$ cat config.mk
export PLATFORM = sky130hd
export DESIGN_NAME = rf_seq
export DESIGN_NICKNAME = d
export VERILOG_FILES = /design/src/rtl/rf_seq.sv
export SDC_FILE = /design/constraint.sdc
export NUM_CORES = 1
export LEC_CHECK = 0
export CAP_MARGIN = 20
export CORE_MARGIN = 8
export CORE_UTILIZATION = 46
export DETAILED_ROUTE_END_ITERATION = 7
export PLACE_DENSITY = 0.89
export SYNTH_ARGS = -nofsm -noshare
export SYNTH_HDL_FRONTEND = slang
export SYNTH_SLANG_ARGS = --single-unit
$ cat constraint.sdc
create_clock -name clk -period 3.8 [get_ports clk]
set_input_delay 0.76 -clock clk [delete_from_list [all_inputs] [get_ports clk]]
set_output_delay 0.76 -clock clk [all_outputs]
set_load 0.005 [all_outputs]
$ cat src/rtl/rf_seq.sv
// rf_seq: two-stage (Read / Execute-Write) instruction sequencer
// driving the rf read/write ports, with EX->R operand forwarding.
module rf_seq #(
    parameter int bw = 8,
    parameter int aw = 4
) (
    input  logic          clk,
    input  logic          rst,
    input  logic          in_valid,
    output logic          in_ready,
    input  logic [1:0]    in_op,
    input  logic [aw-1:0] in_rd,
    input  logic [aw-1:0] in_ra,
    input  logic [aw-1:0] in_rb,
    input  logic [bw-1:0] in_imm,
    output logic [aw-1:0] rf_ra,
    output logic [aw-1:0] rf_rb,
    input  logic [bw-1:0] rf_a,
    input  logic [bw-1:0] rf_b,
    output logic [aw-1:0] rf_rd,
    output logic [bw-1:0] rf_d,
    output logic          rf_writed,
    output logic          out_valid,
    input  logic          out_ready,
    output logic [bw-1:0] out_data
);

    typedef enum logic [1:0] {
        OP_ADD = 2'b00,
        OP_SUB = 2'b01,
        OP_LDI = 2'b10,
        OP_RD  = 2'b11
    } op_e;

    logic          ex_valid_q, ex_valid_d;
    op_e           ex_op_q, ex_op_d;
    logic [aw-1:0] ex_rd_q, ex_rd_d;
    logic [bw-1:0] ex_a_q, ex_a_d;
    logic [bw-1:0] ex_b_q, ex_b_d;
    logic [bw-1:0] ex_imm_q, ex_imm_d;

    logic          ex_wr;
    logic          ex_adv;
    logic          accept;
    logic [bw-1:0] ex_res;
    logic [bw-1:0] op_a;
    logic [bw-1:0] op_b;

    // EX result, forwarding muxes, flow control and EX next-state
    always_comb begin
        unique case (ex_op_q)
            OP_ADD:  ex_res = ex_a_q + ex_b_q;
            OP_SUB:  ex_res = ex_a_q - ex_b_q;
            OP_LDI:  ex_res = ex_imm_q;
            default: ex_res = ex_a_q;
        endcase

        ex_wr  = ex_valid_q && (ex_op_q != OP_RD);
        op_a   = (ex_wr && ex_rd_q == in_ra) ? ex_res : rf_a;
        op_b   = (ex_wr && ex_rd_q == in_rb) ? ex_res : rf_b;

        ex_adv = !ex_valid_q || (ex_op_q != OP_RD) || out_ready;
        accept = in_valid && ex_adv;

        ex_valid_d = ex_valid_q;
        ex_op_d    = ex_op_q;
        ex_rd_d    = ex_rd_q;
        ex_a_d     = ex_a_q;
        ex_b_d     = ex_b_q;
        ex_imm_d   = ex_imm_q;

        if (accept) begin
            ex_valid_d = 1'b1;
            ex_op_d    = op_e'(in_op);
            ex_rd_d    = in_rd;
            ex_a_d     = op_a;
            ex_b_d     = op_b;
            ex_imm_d   = in_imm;
        end else if (ex_adv) begin
            ex_valid_d = 1'b0;
        end
    end

    // EX pipeline register; reset drops any pending write or result
    always_ff @(posedge clk or negedge rst) begin
        if (!rst) begin
            ex_valid_q <= 1'b0;
            ex_op_q    <= OP_ADD;
            ex_rd_q    <= '0;
            ex_a_q     <= '0;
            ex_b_q     <= '0;
            ex_imm_q   <= '0;
        end else begin
            ex_valid_q <= ex_valid_d;
            ex_op_q    <= ex_op_d;
            ex_rd_q    <= ex_rd_d;
            ex_a_q     <= ex_a_d;
            ex_b_q     <= ex_b_d;
            ex_imm_q   <= ex_imm_d;
        end
    end

    assign rf_ra     = in_ra;
    assign rf_rb     = in_rb;
    assign rf_rd     = ex_rd_q;
    assign rf_d      = ex_res;
    assign rf_writed = ex_wr;
    assign out_valid = ex_valid_q && (ex_op_q == OP_RD);
    assign out_data  = ex_a_q;
    assign in_ready  = ex_adv;

endmodule

==> impl_metrics.yaml <==
floorplan:
  std_cell_rows: 24
  die_outline_area_sq_mm: 0.00698
  chipHeight_um: 83.5
  placeable_area_sq_mm: 0.00438
  start_util: 0.479
  io_pins: 73
  die_width_um: 83.5
setup_path:
  worst-path-max-fanout: 6
  cell_count_of_the_worst_reg_to_reg_path: 12
  arrival_ns: 2.96
  timing.critical_path.required_ns: 3.04
  critical_register_to_register_path_endpoint: "out_data[5]$_DFFE_PN0P_"
  startpoint_kind_of_the_worst_setup_timing_path: "flip-flop"
  timing.setup.critical_path_class: "flip-flop to output pin"
  regToRegSetupSlack_ns: 1.21
  crit-reg2reg-launch: "ex_op_q[1]$_DFFE_PN0P_"
  crit_path_end_kind: "output pin"
pwr:
  power.net_switching_mw: 0.468
  worst_ir_drop_vdd_mv: 0.302
  static-leakage-power_nw: 1.37
  power_frac_clock: 0.248
  switching_share_of_power: 0.340
  comb_power_share: 0.454
  design_power_total_mw: 1.38
  internal-power_mw: 0.910
  power.density_cell_area_mw_per_mm2: 457
  pwr-share-seq: 0.298
synth:
  synth_async_sr_flop_share: 1.00
  seq_total_area_yosys: 0.370
  postSynthRegisterBits: 31
  syn-num-nets: 306
  postSynth.topFlopCell: "dfrtp_1"
  postSynthCellCount: 255
  synthesis.area_per_instance_sq_um: 8.23
  mapped_cell_area_sq_mm: 0.00210
  number_of_synthesized_flops_with_an_enable_pin: 0
  synthesis.yosys.warnings: 0
  yosysUniqueCellTypes: 39
sta:
  worst_pin_slew_ns: 0.504
  worst_slack_ns: 0.0850
  post-route-min-period_ns: 3.72
  timing.fmax_mhz: 269
  setup_violations: 0
  final_hold_viol_count: 0
  worst_clock_skew_ns: 0.00499
  post-route-period-util: 0.978
  timing_max_transition_violations_final: 0
  holdWs_ns: 0.485
  maxSlewHeadroom: 0.663
cells_and_area:
  share_of_cells_above_drive_strength_1: 0.110
  area_delta_synth_final_pct: 43.8
  n_antenna_cell: 0
  fin_nets: 377
route:
  drcViolationCount: 0
  drt_iter0_markers: 125
  wl_um: 6380
  routed_via_density: 5.40
  drt_pass1_iterations: 4
  detail-route-antenna-nets: 0
  post_drt_wl_per_cell_um: 16.8
  vias: 2045
grt:
  global_route_wire_length_before_repair_um: 10200
  grtUsageTotal: 0.175
  grt_overflow_total: 0
  maximum_number_of_pins_on_one_net_before_global_route_repair: 32
  first_global_vias: 2132
  antenna_found_initial: 0
min_path:
  hold_path.class: "flip-flop to flip-flop"
  timing.hold.worst.start: "ex_imm_q[1]$_DFFE_PN0P_"
  holdPathStages: 2
  hold-path-endpoint: "ex_imm_q[1]$_DFFE_PN0P_"
placed_design:
  gp_congestion: 0.898
  pre_cts_ws_ns: 0.190
  io_buffer_count: 72
  place.detailed.hpwl_um: 4670
cts:
  cts_hold_buffers: 0
  tritoncts.num_buffers: 5
  cts_buffer_depth: 2
  clock_tree.htree_level_count: 2
  clock-root-buffer: "clkbuf_8"
  later_pin_clock_latency_in_the_skew_report_ns: 0.29
  cts.clk_slew.worst_paths_ns: 0.07
  cts_tree: "done"
  clock_sink_count: 31
outcome:
  run_status: "completed"
flow_run:
  maximum_capacitance_violations: 0
## Yosys cell counts (all sizes together) (4+ instances only)
| cell type | count | area (sq um) |
|---|---|---|
| xor2 | 9 | 78.8 |
| xnor2 | 12 | 105 |
| mux2i | 10 | 100 |
| o21ai | 18 | 90.1 |
| nand2 | 70 | 265 |
| inv | 9 | 33.8 |
| clkbuf | 4 | 15.0 |
| nor2 | 20 | 75.1 |
| buf | 14 | 95.1 |
| a21oi | 12 | 60.1 |
| dfrtp | 31 | 776 |
| ha | 8 | 100 |
| a31oi | 8 | 50.1 |
## layout make-up
type | count | area [sq um]
sequential | 31 | 776
clock buffer | 6 | 82.6
tap | 52 | 65.1
clock inverter | 2 | 35.0
inverter | 10 | 38.8
multi-input combinational | 196 | 1220
fill | 305 | 1370
timing repair buffer | 82 | 798
## cell usage in the layout, fill, tap and decap left out, types with 3 or more instances in the layout
master	netlist	final
clkdlybuf4s50_1	0	71
nand2_1	69	68
dfrtp_1	31	31
nor2_1	20	20
o21ai_0	18	15
xnor2_1	12	12
a21oi_1	12	11
mux2i_1	10	10
buf_4	8	10
xor2_1	9	9
inv_1	8	8
ha_1	8	8
a31oi_1	8	7
clkbuf_8	0	6
mux2_2	3	3
and3_1	3	3
## cells by family (layout without fill, tap and decap cells)
| group | Yosys count | after routing | synth area share |
|---|---|---|---|
| fa+ha+maj | 9 | 9 | 0.0572 |
| buf+inv | 28 | 100 | 0.0710 |
| flops | 31 | 31 | 0.370 |
| compound gates | 47 | 47 | 0.131 |
| simple gates | 106 | 106 | 0.219 |
| mux | 13 | 13 | 0.0638 |
| xor+xnor | 21 | 21 | 0.0877 |
## worst max-delay path, cell delays in order, from the launching register on
cell             delay [ns]
dfrtp_1                0.39
nor2b_2                0.19
buf_4                  0.17
nor2_1                 0.05
xnor2_1                0.13
ha_1                   0.35
nor2b_2                0.18
o21ai_2                0.16
a21boi_2               0.10
o41a_1                 0.36
nand2_1                0.09
clkdlybuf4s50_1        0.50
## metal layers
layer / wire length, um / vias up / share of wire / track usage
met1: 2400 / 954 / 0.38 / 0.190
li1: - / 989 / - / -
met2: 3240 / 82 / 0.51 / 0.303
met3: 522 / 20 / 0.082 / 0.0605
met4: 222 / 0 / 0.035 / 0.0659
met5: 0 / - / 0 / 0
## power by group through the flow
stage               clock network, mW  logic [mW]  registers, mW
floorplan                           0       0.323          0.406
global placement                    0       0.558          0.414
detailed placement                  0       0.568          0.416
CTS                             0.345       0.580          0.411
global route                    0.361       0.682          0.416
finish                          0.341       0.626          0.411
## stage by stage
stage / cell area, sq um / setup TNS, ns / util / cells
after floorplan: 2100 / 0 / - / 255
after detailed placement: 2830 / 0 / 0.645 / 368
final: 3020 / 0 / 0.688 / 379
after global placement: 2830 / 0 / 0.645 / 368
after global routing: 3020 / -0.0253 / 0.688 / 379
after CTS: 2950 / -0.104 / 0.673 / 376
## registers in the layout, summed over array words and instances (netlist names)
| signal | count |
|---|---|
| ex_valid_q | 1 |
| ex_op_q | 2 |
| ex_imm_q | 8 |
| out_data | 8 |
| ex_b_q | 8 |
| rf_rd | 4 |
## worst max path at each step
stage / slack [ns] / endpoint / from / cells after the start
2_1_floorplan: 0.86 / rf_d[6] / ex_op_q[0]$_DFFE_PN0P_ / 10
3_5_place_dp: 0.19 / rf_d[6] / ex_b_q[0]$_DFFE_PN0P_ / 11
4_1_cts: -0.07 / rf_d[4] / ex_b_q[0]$_DFFE_PN0P_ / 9
3_3_place_gp: 0.29 / rf_d[6] / ex_b_q[0]$_DFFE_PN0P_ / 11
5_1_grt: -0.03 / rf_d[6] / ex_b_q[0]$_DFFE_PN0P_ / 11
6_report: 0.08 / rf_d[6] / ex_op_q[1]$_DFFE_PN0P_ / 11
## timing repair
action                                  4_1_cts  5_1_grt
endpoints found under the setup margin        4        6
pin swaps                                     0        6
setup buffers                                 0        3
cloned                                        0        0
gates resized for setup                       2       14
No activity file was read; power rests on OpenSTA's default activity.
